$ cat src/rtl/control_sequencer.sv
// Multi-cycle control sequencer: fetch, decode, execute, memory, writeback, trap and halt.
// Emits per-state datapath strobes and counts retired instructions.
module control_sequencer (
  input  logic        clk,
  input  logic        rst_n,
  output logic        imem_req,
  input  logic        imem_ack,
  output logic        ir_load,
  input  logic        dec_illegal,
  input  logic        dec_load,
  input  logic        dec_store,
  input  logic        dec_branch,
  input  logic        dec_jump,
  input  logic        dec_fence,
  input  logic        dec_ecall,
  input  logic        dec_ebreak,
  input  logic        branch_taken,
  output logic        alu_en,
  output logic        dmem_req,
  output logic        dmem_we,
  input  logic        dmem_ack,
  output logic        rf_we,
  output logic        pc_we,
  output logic [1:0]  pc_sel,
  output logic        trap,
  output logic [1:0]  trap_cause,
  output logic        halted,
  input  logic        resume,
  output logic [31:0] retire_count,
  output logic [2:0]  state
);

  typedef enum logic [2:0] {
    S_FETCH     = 3'd0,
    S_DECODE    = 3'd1,
    S_EXECUTE   = 3'd2,
    S_MEMORY    = 3'd3,
    S_WRITEBACK = 3'd4,
    S_TRAP      = 3'd5,
    S_HALT      = 3'd6
  } state_t;

  localparam logic [1:0] CAUSE_ILLEGAL = 2'b00;
  localparam logic [1:0] CAUSE_ECALL   = 2'b01;
  localparam logic [1:0] CAUSE_EBREAK  = 2'b10;

  state_t      state_q, state_d;
  logic        cls_load_q, cls_store_q, cls_branch_q, cls_jump_q, cls_fence_q;
  logic [1:0]  cause_q;
  logic [31:0] retire_q;
  logic        retire_inc;

  logic [2:0]  class_count;
  logic        multi_class;
  logic        dec_trap;
  logic [1:0]  dec_cause;

  // More than one memory/control class at once is treated as an illegal encoding.
  assign class_count = 3'(dec_load) + 3'(dec_store) + 3'(dec_branch)
                     + 3'(dec_jump) + 3'(dec_fence);
  assign multi_class = class_count > 3'd1;
  assign dec_trap    = dec_illegal | multi_class | dec_ebreak | dec_ecall;

  always_comb begin
    dec_cause = CAUSE_ILLEGAL;
    if (dec_illegal || multi_class) dec_cause = CAUSE_ILLEGAL;
    else if (dec_ebreak)            dec_cause = CAUSE_EBREAK;
    else if (dec_ecall)             dec_cause = CAUSE_ECALL;
  end

  always_ff @(posedge clk) begin
    if (!rst_n) begin
      state_q      <= S_FETCH;
      cls_load_q   <= 1'b0;
      cls_store_q  <= 1'b0;
      cls_branch_q <= 1'b0;
      cls_jump_q   <= 1'b0;
      cls_fence_q  <= 1'b0;
      cause_q      <= CAUSE_ILLEGAL;
      retire_q     <= 32'd0;
    end else begin
      state_q <= state_d;
      if (state_q == S_DECODE) begin
        cls_load_q   <= dec_load;
        cls_store_q  <= dec_store;
        cls_branch_q <= dec_branch;
        cls_jump_q   <= dec_jump;
        cls_fence_q  <= dec_fence;
        cause_q      <= dec_cause;
      end
      if (retire_inc) retire_q <= retire_q + 32'd1;
    end
  end

  // Strobes are forced low while reset is held, independent of the stored state.
  always_comb begin
    state_d    = S_FETCH;
    retire_inc = 1'b0;
    imem_req   = 1'b0;
    ir_load    = 1'b0;
    alu_en     = 1'b0;
    dmem_req   = 1'b0;
    dmem_we    = 1'b0;
    rf_we      = 1'b0;
    pc_we      = 1'b0;
    pc_sel     = 2'b00;
    trap       = 1'b0;
    trap_cause = 2'b00;
    halted     = 1'b0;
    if (rst_n) begin
      case (state_q)
        S_FETCH: begin
          imem_req = 1'b1;
          if (imem_ack) begin
            ir_load = 1'b1;
            state_d = S_DECODE;
          end else begin
            state_d = S_FETCH;
          end
        end
        S_DECODE: begin
          if (dec_trap)       state_d = S_TRAP;
          else if (dec_fence) state_d = S_WRITEBACK;
          else                state_d = S_EXECUTE;
        end
        S_EXECUTE: begin
          alu_en  = 1'b1;
          state_d = (cls_load_q || cls_store_q) ? S_MEMORY : S_WRITEBACK;
        end
        S_MEMORY: begin
          dmem_req = 1'b1;
          dmem_we  = cls_store_q;
          state_d  = dmem_ack ? S_WRITEBACK : S_MEMORY;
        end
        S_WRITEBACK: begin
          pc_we      = 1'b1;
          pc_sel     = (cls_jump_q || (cls_branch_q && branch_taken)) ? 2'b01 : 2'b00;
          rf_we      = !(cls_store_q || cls_branch_q || cls_fence_q);
          retire_inc = 1'b1;
          state_d    = S_FETCH;
        end
        S_TRAP: begin
          trap       = 1'b1;
          pc_we      = 1'b1;
          pc_sel     = 2'b10;
          trap_cause = cause_q;
          state_d    = (cause_q == CAUSE_EBREAK) ? S_HALT : S_FETCH;
        end
        S_HALT: begin
          halted  = 1'b1;
          state_d = resume ? S_FETCH : S_HALT;
        end
        default: state_d = S_FETCH;
      endcase
    end
  end

  assign retire_count = retire_q;
  assign state        = rst_n ? state_q : S_FETCH;

endmodule

$ cat config.mk
export PLATFORM = sky130hd
export DESIGN_NAME = control_sequencer
export DESIGN_NICKNAME = d
export VERILOG_FILES = /design/src/rtl/control_sequencer.sv
export SDC_FILE = /design/constraint.sdc
export NUM_CORES = 1
export LEC_CHECK = 0
export CAP_MARGIN = 30
export CORE_MARGIN = 2
export CORE_UTILIZATION = 40
export CTS_BUF_LIST = sky130_fd_sc_hd__clkbuf_4
export DETAILED_ROUTE_END_ITERATION = 7
export PLACE_DENSITY = 0.71
export SYNTH_ARGS = -nofsm -noshare
export SYNTH_HDL_FRONTEND = slang
export SYNTH_SLANG_ARGS = --single-unit
$ cat constraint.sdc
create_clock -name clk -period 2.3 [get_ports clk]
set_input_delay 0.345 -clock clk [delete_from_list [all_inputs] [get_ports clk]]
set_output_delay 0.345 -clock clk [all_outputs]
set_load 0.1 [all_outputs]
# --- After elaboration in Yosys (flattened, before gate mapping) ---
# Cells that the tools add are included.
word_totals:
  ff_bits: 42
  in_bits: 14
  out_inout_bits: 48
  word_cells: 71
op_classes:
  addsub: 5
  order_cmp: 1
  n_eq_ne: 7
  mux: 38
  bitwise_logic: 3
  reduce_logical: 9
ops:
  columns: ["operator", "n"]
  rows:
  - ["32-bit by 1-bit adder with 32-bit output (second input constant)", 1]
  - ["1-bit 2-to-1 mux", 24]
  - ["3-bit 2-to-1 mux", 7]
  - ["3-bit case mux with 6 select lines", 1]
  - ["2-bit 2-to-1 mux", 5]
  - ["3-bit equality test (second input constant)", 3]
  - ["3-bit by 1-bit adder with 3-bit output", 2]
  - ["3-bit by 2-bit equality test with 1-bit output (second input constant)", 2]
  - ["1-bit logical OR", 5]
  - ["2-bit case mux with 2 select lines", 1]
  - ["2-bit by 1-bit adder with 3-bit output", 1]
  - ["3-bit by 1-bit equality test with 1-bit output (second input constant)", 1]
  - ["3-bit by 1-bit > comparator with 1-bit output (second input constant)", 1]
  - ["3-bit zero test", 1]
  - ["1-bit OR", 3]
  - ["1-bit by 1-bit adder with 2-bit output", 1]
  - ["2-bit equality test (second input constant)", 1]
  - ["2-bit OR reduction", 1]
  - ["1-bit logical AND", 1]
  - ["1-bit zero test", 1]

# --- Longest topological paths before layout ---
# Gate-level depths: netlist of run 1.
logic_depth:
  ltp_word: 10
  mapped_depth: 7
  ltp_nobuf: 7

# --- Worst setup path after synthesis of run 1 ---
# OpenSTA, ideal clock, no wires.
synth_path:
  path_kind: "register to output"
  from: "reg state_q[2]"
  to: "out rf_we"
  arrival_ns: 5.133
  required_ns: 1.955
  path_slack_ns: -3.178
  stages_incl_launch_ff: 6
  n_path_buf: 1
  path_cell_list: "dfxtp_1 -> clkbuf_1 -> nand2b_1 -> nor2_1 -> nand2_1 -> nor4_1"
synth_via:
  elab_chain_cells: 3
synth_lines:
  columns: ["item", "line_no", "rtl"]
  rows:
  - ["start, declared", "47", "state_t state_q, state_d;"]
  - ["start signal, assigned", "82", "state_q <= state_d;"]
  - ["3-bit equality test", "111", "case (state_q)"]
  - ["1-bit 2-to-1 mux", "111", null]
  - ["1-bit 2-to-1 mux", "110", "if (rst_n) begin"]
  - ["end, declared", "22", "output logic rf_we,"]
# No other way between the ends.

# --- Worst setup path in the final report of run 1 ---
layout_path:
  from: "in dec_load"
  to: "reg state_q[0]"
layout_via:
  elab_chain_cells: 10
layout_lines:
  columns: ["item", "line_no", "rtl"]
  rows:
  - ["start, declared", "10", "input logic dec_load,"]
  - ["1-bit by 1-bit adder with 2-bit output", "59", "assign class_count = 3'(dec_load) + 3'(dec_store) + 3'(dec_branch)"]
  - ["2-bit by 1-bit adder with 3-bit output", "59", null]
  - ["3-bit by 1-bit adder with 3-bit output (2 in series)", "60", "+ 3'(dec_jump) + 3'(dec_fence);"]
  - ["3-bit by 1-bit > comparator with 1-bit output", "61", "assign multi_class = class_count > 3'd1;"]
  - ["1-bit OR (3 in series)", "62", "assign dec_trap = dec_illegal | multi_class | dec_ebreak | dec_ecall;"]
  - ["3-bit 2-to-1 mux", "122", "if (dec_trap) state_d = S_TRAP;"]
  - ["3-bit case mux with 6 select lines", "111", null]
# No other way between the ends.
# A chain may end at the register's enable or synchronous reset.

==> results.json, run 1 <==
{
  "outcome": "completed",
  "grt_pass1_wl_um": 9910,
  "grt_max_degree": 23,
  "cp.arrival_ps": 2480,
  "ys_ff_latch": 42,
  "layout_commonest_cell": "buf_4",
  "slew_headroom_pct": 70.0,
  "worst_slew_pin_slew_ps": 444,
  "cp_data_required_time_ps": 2570,
  "place_congestion": 0.757,
  "yosysWarnings": 0,
  "postSynthCellCount": 275,
  "cts-htree-levels": 2,
  "initial_core_util_pct": 41.0,
  "fin_nets": 362,
  "clk_latency_ps": 370,
  "path_common_cell": "inv_1",
  "fin_crit_sh_pct": 96.1,
  "rows": 27,
  "utilization_pct": 59.9,
  "fmax_ghz": 0.452,
  "io_pins": 62,
  "fin_setup_tns_ps": 0,
  "grt_pass1_vias": 2134,
  "antenna_cells": 0,
  "grt_usage_pct": 19.8,
  "cts_buffers": 5,
  "syn_nets": 292,
  "worstHoldPathType": "reg2reg",
  "cts_sinks": 42,
  "synth_area_leaders": "dfxtp_1, a21oi_1, nand2_1",
  "hp-start": "cls_load_q",
  "wirelength_um": 5920,
  "ys_seq_area_share_pct": 37.7,
  "port_buffers": 61,
  "via_count": 2276,
  "cellLeakagePower_nw": 1.19,
  "die_y_um": 78.7,
  "final_cell_mix": "buf_4, nand2_1, a21oi_1",
  "synth-edff-count": 0,
  "antenna_found_initial": 0,
  "worstPathMaxFanout": 4,
  "r2r-start": "retire_count[3]",
  "worstPathCellList": "clkdlybuf4s50_1 > inv_1 > fa_1 > inv_1 > ha_1 > a2111oi_2 > buf_4 > a21oi_1 > o21a_1",
  "power_density_nw_per_um2": 470,
  "syn_area_per_cell_um2": 8.12,
  "grt_overflow_total": 0,
  "final_layout_size_suffix_gt1_share_pct": 33.2,
  "drv_cap": 0,
  "max-vdd-ir-drop_uv": 345,
  "yosysUniqueCellTypes": 44,
  "cts_buffer_depth": 2,
  "drt_iter0_markers": 60,
  "ant_nets": 0,
  "critical_path.max_stage_delay_ps": 540,
  "area_growth_pct": 46.0,
  "die_x_um": 78.7,
  "clock_skew_ps": 20.2,
  "slew_violations": 0,
  "vias_per_cell": 5.44,
  "firstDrtPassIters": 4,
  "grt_setup_unrepaired": "false",
  "die_area_um2": 6190,
  "core_area_um2": 5440,
  "report.final.hold_viol_count": 0,
  "synth_top_area_share_pct": 37.7,
  "setup_viol": 0,
  "synth_top_flop_cell": "dfxtp_1",
  "startpoint": "dec_load",
  "synthArstFlopShare_pct": 0,
  "remaining_drc_errors": 0,
  "dp_hpwl_um": 4430,
  "critPathLaunchType": "input port",
  "syn-cell-area_um2": 2230,
  "tritoncts": "done",
  "cpMaxStageDelayCell": "fa_1",
  "clkSlewWorstSetupHoldPaths_ps": 140,
  "fin_crit_ps": 2210,
  "drt-wirelength-per-cell_um": 14.2,
  "worstSetupEndpointType": "flip-flop",
  "crit_type": "in2reg",
  "cts_root_buffer": "clkbuf_4",
  "yosysTopAreaCell": "dfxtp_1"
}
worst max-delay path: cells and delay by family:
kind,cells,cell delay (ps)
adders and majority gates,2,820
buffers and inverters,4,760
AOI/OAI and AO/OA,3,560
layout make-up:
cell class                      count  area, µm²
Clock buffer                        5       37.5
Clock inverter                      3       25.0
Fill cell                         493       2180
Inverter                           12       48.8
Multi-Input combinational cell    207       1380
Sequential cell                    42        866
Tap cell                           72       90.1
Timing Repair Buffer               77        811
per-layer routing:
layer	vias to the layer above	wire [µm]	global-route usage, %
met2	54	2910	34.5
met3	5	359	5.91
met1	1069	2590	23.9
met4	0	55	5.09
met5	-	0	0
li1	1148	-	-
power breakdown:
part	switching, W	leakage, nW	internal (W)	total (W)
Clock	0.000285	0.0318	0.000125	0.000410
Combinational	0.000215	0.807	0.000139	0.000353
Sequential	0.0000252	0.349	0.000744	0.000770
synth_stat cells (2+ instances only):
library cell / number
nor4_1: 7
or3_1: 8
buf_2: 2
a21oi_1: 25
nor2_1: 17
and2_1: 6
or4_1: 10
nor2b_1: 2
nand4b_1: 3
inv_1: 12
nand3_1: 10
and4_1: 2
nand4_1: 8
buf_1: 2
nor3_1: 8
o41ai_1: 3
nand2_1: 30
nor3b_1: 2
and3_1: 4
and4b_1: 2
nand2b_1: 9
ha_1: 2
o31ai_1: 8
nor4bb_1: 2
clkbuf_1: 9
o311ai_0: 3
mux2i_1: 4
xor2_1: 2
xnor2_1: 9
dfxtp_1: 42
o21ai_0: 8
o21a_1: 2
worst paths after layout:
| kind | endpoint | slack, ps | cells past startpoint |
|---|---|---|---|
| worst max-delay path | state_q[0] | 90 | 9 |
| worst min-delay path | cls_load_q | 470 | 2 |
| worst max register to register | retire_count[21] | 200 | 4 |
| worst min register to register | cls_load_q | 470 | 2 |
state kept, by name, summed over array words and instances, names as in the netlist:
| register | count |
|---|---|
| cls_store_q | 1 |
| cls_load_q | 1 |
| cause_q | 2 |
| cls_branch_q | 1 |
| cls_fence_q | 1 |
| state_q | 3 |
| cls_jump_q | 1 |
| retire_count | 32 |
cell families after synthesis:
logic type	synth area share (%)
and+or+nand+nor	34.8
AOI/OAI and AO/OA	14.6
DFF	37.7
buffers and inverters	4.82
xor gates and xnor gates	4.32
muxes	1.79
adders and majority gates	2.02
per-stage QoR:
stage	cells	worst slack, ps	hold WS [ps]	power, W	cell area (µm²)
floorplan	275	-449	436	0.00101	2380
global placement	407	-339	445	0.00112	3170
detailed placement	407	-393	457	0.00113	3170
CTS	415	12.6	475	0.00153	3230
global route	418	4.06	492	0.00160	3260
finish	418	89.3	472	0.00153	3260
timing repair:
action,CTS,global route
pin swaps,0,2
setup endpoints to repair,1,7
gates resized for setup,1,1
setup buffers,0,3
hold buffers,0,0
Note: power is estimated with default switching activity, not from simulation.
==> run 2: changes to the inputs <==
ABC_AREA = 1   (was default)
PLACE_DENSITY = 0.7   (was 0.71)
SLEW_MARGIN = 20   (was default)
==> results.json, run 2 <==
{
  "outcome": "completed",
  "cts_buffers": 5,
  "synth_top_flop_cell": "dfxtp_1",
  "fin_hold_ws_ps": 524,
  "yosysTopAreaCell": "dfxtp_1",
  "final_cell_mix": "nand2_1, inv_1, nor2_1",
  "slew_violations": 0,
  "grt_max_degree": 20,
  "core_area_um2": 5920,
  "rrSetupSlack_ps": 560,
  "critPathLaunchType": "flip-flop",
  "final_layout_size_suffix_gt1_share_pct": 17.9,
  "hp-start": "cls_fence_q",
  "vias_per_cell": 4.94,
  "fin_crit_ps": 2100,
  "worstPathMaxFanout": 7,
  "grt_overflow_total": 0,
  "die_x_um": 82.1,
  "ys_ff_latch": 42,
  "yosysWarnings": 0,
  "grt_usage_pct": 21.3,
  "ys_seq_area_share_pct": 34.5,
  "port_buffers": 61,
  "critical_path.max_stage_delay_ps": 560,
  "fin_nets": 480,
  "n_fill_cell": 581,
  "cts_buffer_depth": 2,
  "path_buf_inv": 2,
  "firstDrtPassIters": 5,
  "clk_latency_ps": 370,
  "r2r_cells": 8,
  "route.met3.wl_um": 348,
  "max-vdd-ir-drop_uv": 236,
  "cts_sinks": 42,
  "area_growth_pct": 37.9,
  "rows": 28,
  "worstSetupEndpointType": "primary output",
  "syn_area_per_cell_um2": 6.21,
  "cp_data_required_time_ps": 1960,
  "fmax_ghz": 0.475,
  "cts_root_buffer": "clkbuf_4",
  "utilization_pct": 56.8,
  "dr.max_layer_used": "met4",
  "layout_commonest_cell": "nand2_1",
  "cts-htree-levels": 2,
  "syn-cell-area_um2": 2440,
  "worstPathCellList": "nand2_4 > clkinvlp_4 > nand2_2 > nor4_4 > buf_12",
  "power_density_nw_per_um2": 426,
  "syn_nets": 410,
  "initial_core_util_pct": 41.2,
  "clock_skew_ps": 12.5,
  "die_y_um": 82.1,
  "largest_reg_flops": 32,
  "die_area_um2": 6740,
  "place_congestion": 0.904,
  "grt_setup_unrepaired": "false",
  "worst_slew_pin_slew_ps": 429,
  "synth-edff-count": 0,
  "remaining_drc_errors": 0,
  "hold_depth": 2,
  "ant_nets": 0,
  "grt_pass1_wl_um": 11200,
  "synth_area_leaders": "dfxtp_1, nand2_1, nor2_1",
  "hold_end": "cls_fence_q",
  "yosysUniqueCellTypes": 27,
  "synthArstFlopShare_pct": 0,
  "drv_cap": 0,
  "route.met2.wl_um": 3190,
  "wirelength_um": 6820,
  "r2r-start": "state_q[2]",
  "critical_path.top_delay_family": "flip-flops",
  "holdBufCountCts": 0,
  "drt_iter0_markers": 152,
  "postSynthCellCount": 393,
  "antenna_found_initial": 0,
  "cp.arrival_ps": 1760,
  "postCtsSetupBuffers": 0,
  "io_pins": 62,
  "cpMaxStageDelayCell": "dfxtp_1",
  "synth.most_common_cell": "nand2_1",
  "cellLeakagePower_nw": 1.53,
  "fin_setup_tns_ps": 0,
  "regToRegEndpoint": "retire_count[19]",
  "dp_hpwl_um": 5400,
  "cts_resized": 0,
  "antenna_cells": 0,
  "report.final.hold_viol_count": 0,
  "grt_pass1_vias": 2476,
  "crit_type": "reg2out",
  "worstHoldPathType": "reg2reg",
  "clkSlewWorstSetupHoldPaths_ps": 120,
  "drt-met1-wl_um": 3130,
  "drt-wirelength-per-cell_um": 12.6,
  "fin_crit_sh_pct": 91.5,
  "slew_headroom_pct": 71.3,
  "setup_viol": 0,
  "synth_top_area_share_pct": 34.5,
  "synth_common_cells": "nand2_1, nor2_1, inv_1",
  "tritoncts": "done",
  "via_count": 2662
}
-- run 2: how the worst max path moves through the flow --
stage / from / to / slack (ps) / cells past startpoint
finish: state_q[2] / rf_we / 200 / 5
global route: dec_load / state_q[2] / 60 / 11
CTS: state_q[2] / rf_we / 170 / 5
detailed placement: dec_load / state_q[2] / -150 / 11
global placement: dec_load / state_q[2] / -100 / 11
floorplan: state_q[2] / rf_we / -270 / 4
-- run 2: stage by stage --
stage / worst slack [ps] / area, µm² / cells / total power [W]
3_5_place_dp: -151 / 3310 / 531 / 0.00107
6_report: 196 / 3370 / 539 / 0.00143
2_1_floorplan: -271 / 2490 / 393 / 0.000961
3_3_place_gp: -102 / 3310 / 531 / 0.00107
4_1_cts: 174 / 3370 / 539 / 0.00144
5_1_grt: 64.5 / 3370 / 539 / 0.00149
-- run 2: kinds of logic (layout without fill, tap and decap cells) --
group | count (synthesis) | count (layout) | share of synthesized area, %
buffers and inverters | 76 | 147 | 11.7
xor gates and xnor gates | 5 | 5 | 1.80
adders and majority gates | 3 | 3 | 1.85
AOI/OAI and AO/OA | 41 | 41 | 8.51
DFF | 42 | 42 | 34.5
and+or+nand+nor | 226 | 226 | 41.6
-- run 2: metal layers --
layer | GRT usage [%] | vias up
met3 | 4.13 | 13
li1 | - | 1387
met4 | 7.50 | 0
met1 | 27.1 | 1182
met5 | 0 | -
met2 | 36.1 | 80
-- run 2: worst reg2reg max path, cell delays in order, from the launching register on --
cell	delay [ps]
dfxtp_1	560
nand2_4	90
buf_4	190
nor2_8	190
nand3_2	140
nor2_1	240
nand3_1	110
nand2_1	80
nor2_1	30
-- run 2: final cells by class --
cell class,count,area (µm²),area share [%]
repair buffers,69,751,22.3
clock inverters,2,8.76,0.260
inverters,70,267,7.92
clock buffers,6,45.0,1.34
flip-flops and latches,42,841,25.0
well taps,75,93.8,2.79
multi-input cells,275,1360,40.4
-- run 2: where the power goes --
part,switching [W],internal [W],total [W],leakage (nW)
clock,0.000250,0.000127,0.000377,0.0331
sequential,0.0000239,0.000747,0.000771,0.340
combinational,0.000184,0.000101,0.000286,1.15
total,0.000459,0.000975,0.00143,1.53
==> run 3: changes to the inputs <==
DONT_BUFFER_PORTS = 1   (was default)
PLACE_DENSITY = default   (was 0.7)
==> results.json, run 3 (synthesis results as in run 2) <==
{
  "outcome": "completed",
  "final_layout_size_suffix_gt1_share_pct": 18.7,
  "die_x_um": 82.1,
  "wirelength_um": 6650,
  "grt_max_degree": 34,
  "cts_buffers": 5,
  "setup_viol": 0,
  "antenna_cells": 0,
  "io_pins": 62,
  "startpoint": "state_q[1]",
  "fmax_ghz": 0.479,
  "drt_iter0_markers": 170,
  "slew_headroom_pct": 73.0,
  "cts_buffer_depth": 2,
  "fin_hold_ws_ps": 102,
  "slew_violations": 0,
  "p_seq_share_pct": 55.7,
  "cts_sinks": 42,
  "cpMaxStageDelayCell": "dfxtp_1",
  "grt_overflow_total": 0,
  "via_count": 2605,
  "cts-htree-levels": 2,
  "drt-wirelength-per-cell_um": 12.8,
  "vias_per_cell": 5.01,
  "power_density_nw_per_um2": 451,
  "place_congestion": 0.879,
  "internal-power_w": 0.000924,
  "worstHoldPathType": "in2reg",
  "critPathLaunchType": "flip-flop",
  "cellLeakagePower_nw": 1.42,
  "crit_type": "reg2out",
  "worstSetupEndpointType": "primary output",
  "die_y_um": 82.1,
  "rrSetupSlack_ps": 610,
  "core_area_um2": 5920,
  "cp_data_required_time_ps": 1960,
  "worst_slew_pin_slew_ps": 403,
  "ant_nets": 0,
  "cts_root_buffer": "clkbuf_4",
  "fin_crit_sh_pct": 90.8,
  "area_growth_pct": 25.8,
  "initial_core_util_pct": 41.2,
  "layout_commonest_cell": "nand2_1",
  "remaining_drc_errors": 0,
  "crit_end": "rf_we",
  "antenna_found_initial": 0,
  "critical_path.max_stage_delay_ps": 430,
  "final_cell_mix": "nand2_1, inv_1, nor2_1",
  "firstDrtPassIters": 4,
  "port_buffers": 0,
  "report.final.hold_viol_count": 0,
  "r2r_cells": 8,
  "clk_latency_ps": 360,
  "clock_skew_ps": 13.8,
  "switchingPower_w": 0.000461,
  "pwr-share-comb_pct": 16.4,
  "n_fill_cell": 612,
  "tritoncts": "done",
  "die_area_um2": 6740,
  "rows": 28,
  "worstPathCellList": "nor2_1 > nand2_2 > nor4_4 > buf_12",
  "largest_reg_flops": 32,
  "grt_setup_unrepaired": "false",
  "grt_usage_pct": 20.7,
  "dp_hpwl_um": 5180,
  "clkPwrFrac_pct": 27.9,
  "clkSlewWorstSetupHoldPaths_ps": 140,
  "fin_nets": 461,
  "grt_pass1_wl_um": 10800,
  "utilization_pct": 51.8,
  "r2r-start": "state_q[0]",
  "grt_pass1_vias": 2415,
  "regToRegEndpoint": "state_q[1]",
  "cp.arrival_ps": 1740,
  "fin_crit_ps": 2090,
  "p_sw_share_pct": 33.3,
  "drv_cap": 0,
  "max-vdd-ir-drop_uv": 271,
  "worstPathMaxFanout": 8
}
run 3: worst max-delay path, delay by kind of cell, from the launching register on:
| family | cells | cell delay, ps |
|---|---|---|
| simple gates | 3 | 730 |
| flops | 1 | 430 |
| buf+inv | 1 | 220 |
run 3: worst min-delay path by stage:
stage | from | to | cells past startpoint
floorplan | cls_fence_q | cls_fence_q | 2
global placement | rst_n | retire_count[23] | 2
detailed placement | rst_n | retire_count[26] | 2
CTS | rst_n | retire_count[26] | 2
global route | rst_n | retire_count[28] | 2
finish | dec_ecall | cause_q[0] | 2
run 3: final cells by class:
type                    count  area (µm²)  area share, %
multi-input cells         275        1400           45.5
flip-flops and latches     42         842           27.4
repair buffers             50         413           13.5
inverters                  70         267           8.68
well taps                  75        93.8           3.06
clock buffers               5        37.5           1.22
clock inverters             3        21.3          0.693
run 3: what timing repair did:
action / 4_1_cts / 5_1_grt
hold buffers: 0 / 0
setup buffers: 0 / 0
endpoints found under the setup margin: 0 / 1
gates resized for setup: 0 / 1
run 3: metal layers:
| layer | track usage, % | routed length (µm) | share of wire [%] |
|---|---|---|---|
| met5 | 0 | 0 | 0 |
| met4 | 8.33 | 109 | 1.6 |
| met3 | 5.22 | 483 | 7.3 |
| met2 | 33.5 | 3120 | 47 |
| met1 | 26.2 | 2930 | 44 |
run 3: power by group through the flow:
stage               clock network, W  registers, W  logic [W]
finish                      0.000386      0.000771   0.000228
floorplan                          0      0.000790   0.000171
global placement                   0      0.000787   0.000224
CTS                         0.000399      0.000771   0.000229
detailed placement                 0      0.000787   0.000228
global route                0.000428      0.000775   0.000245
run 3: per-stage QoR:
step / cells / instance area (µm²) / TNS [ps] / total power, W / setup slack, ps
CTS: 520 / 3070 / 0 / 0.00140 / 11.9
floorplan: 393 / 2490 / -271 / 0.000961 / -271
global placement: 512 / 3010 / 0 / 0.00101 / 372
finish: 520 / 3070 / 0 / 0.00139 / 212
global route: 520 / 3070 / 0 / 0.00145 / 74.2
detailed placement: 512 / 3010 / 0 / 0.00102 / 313
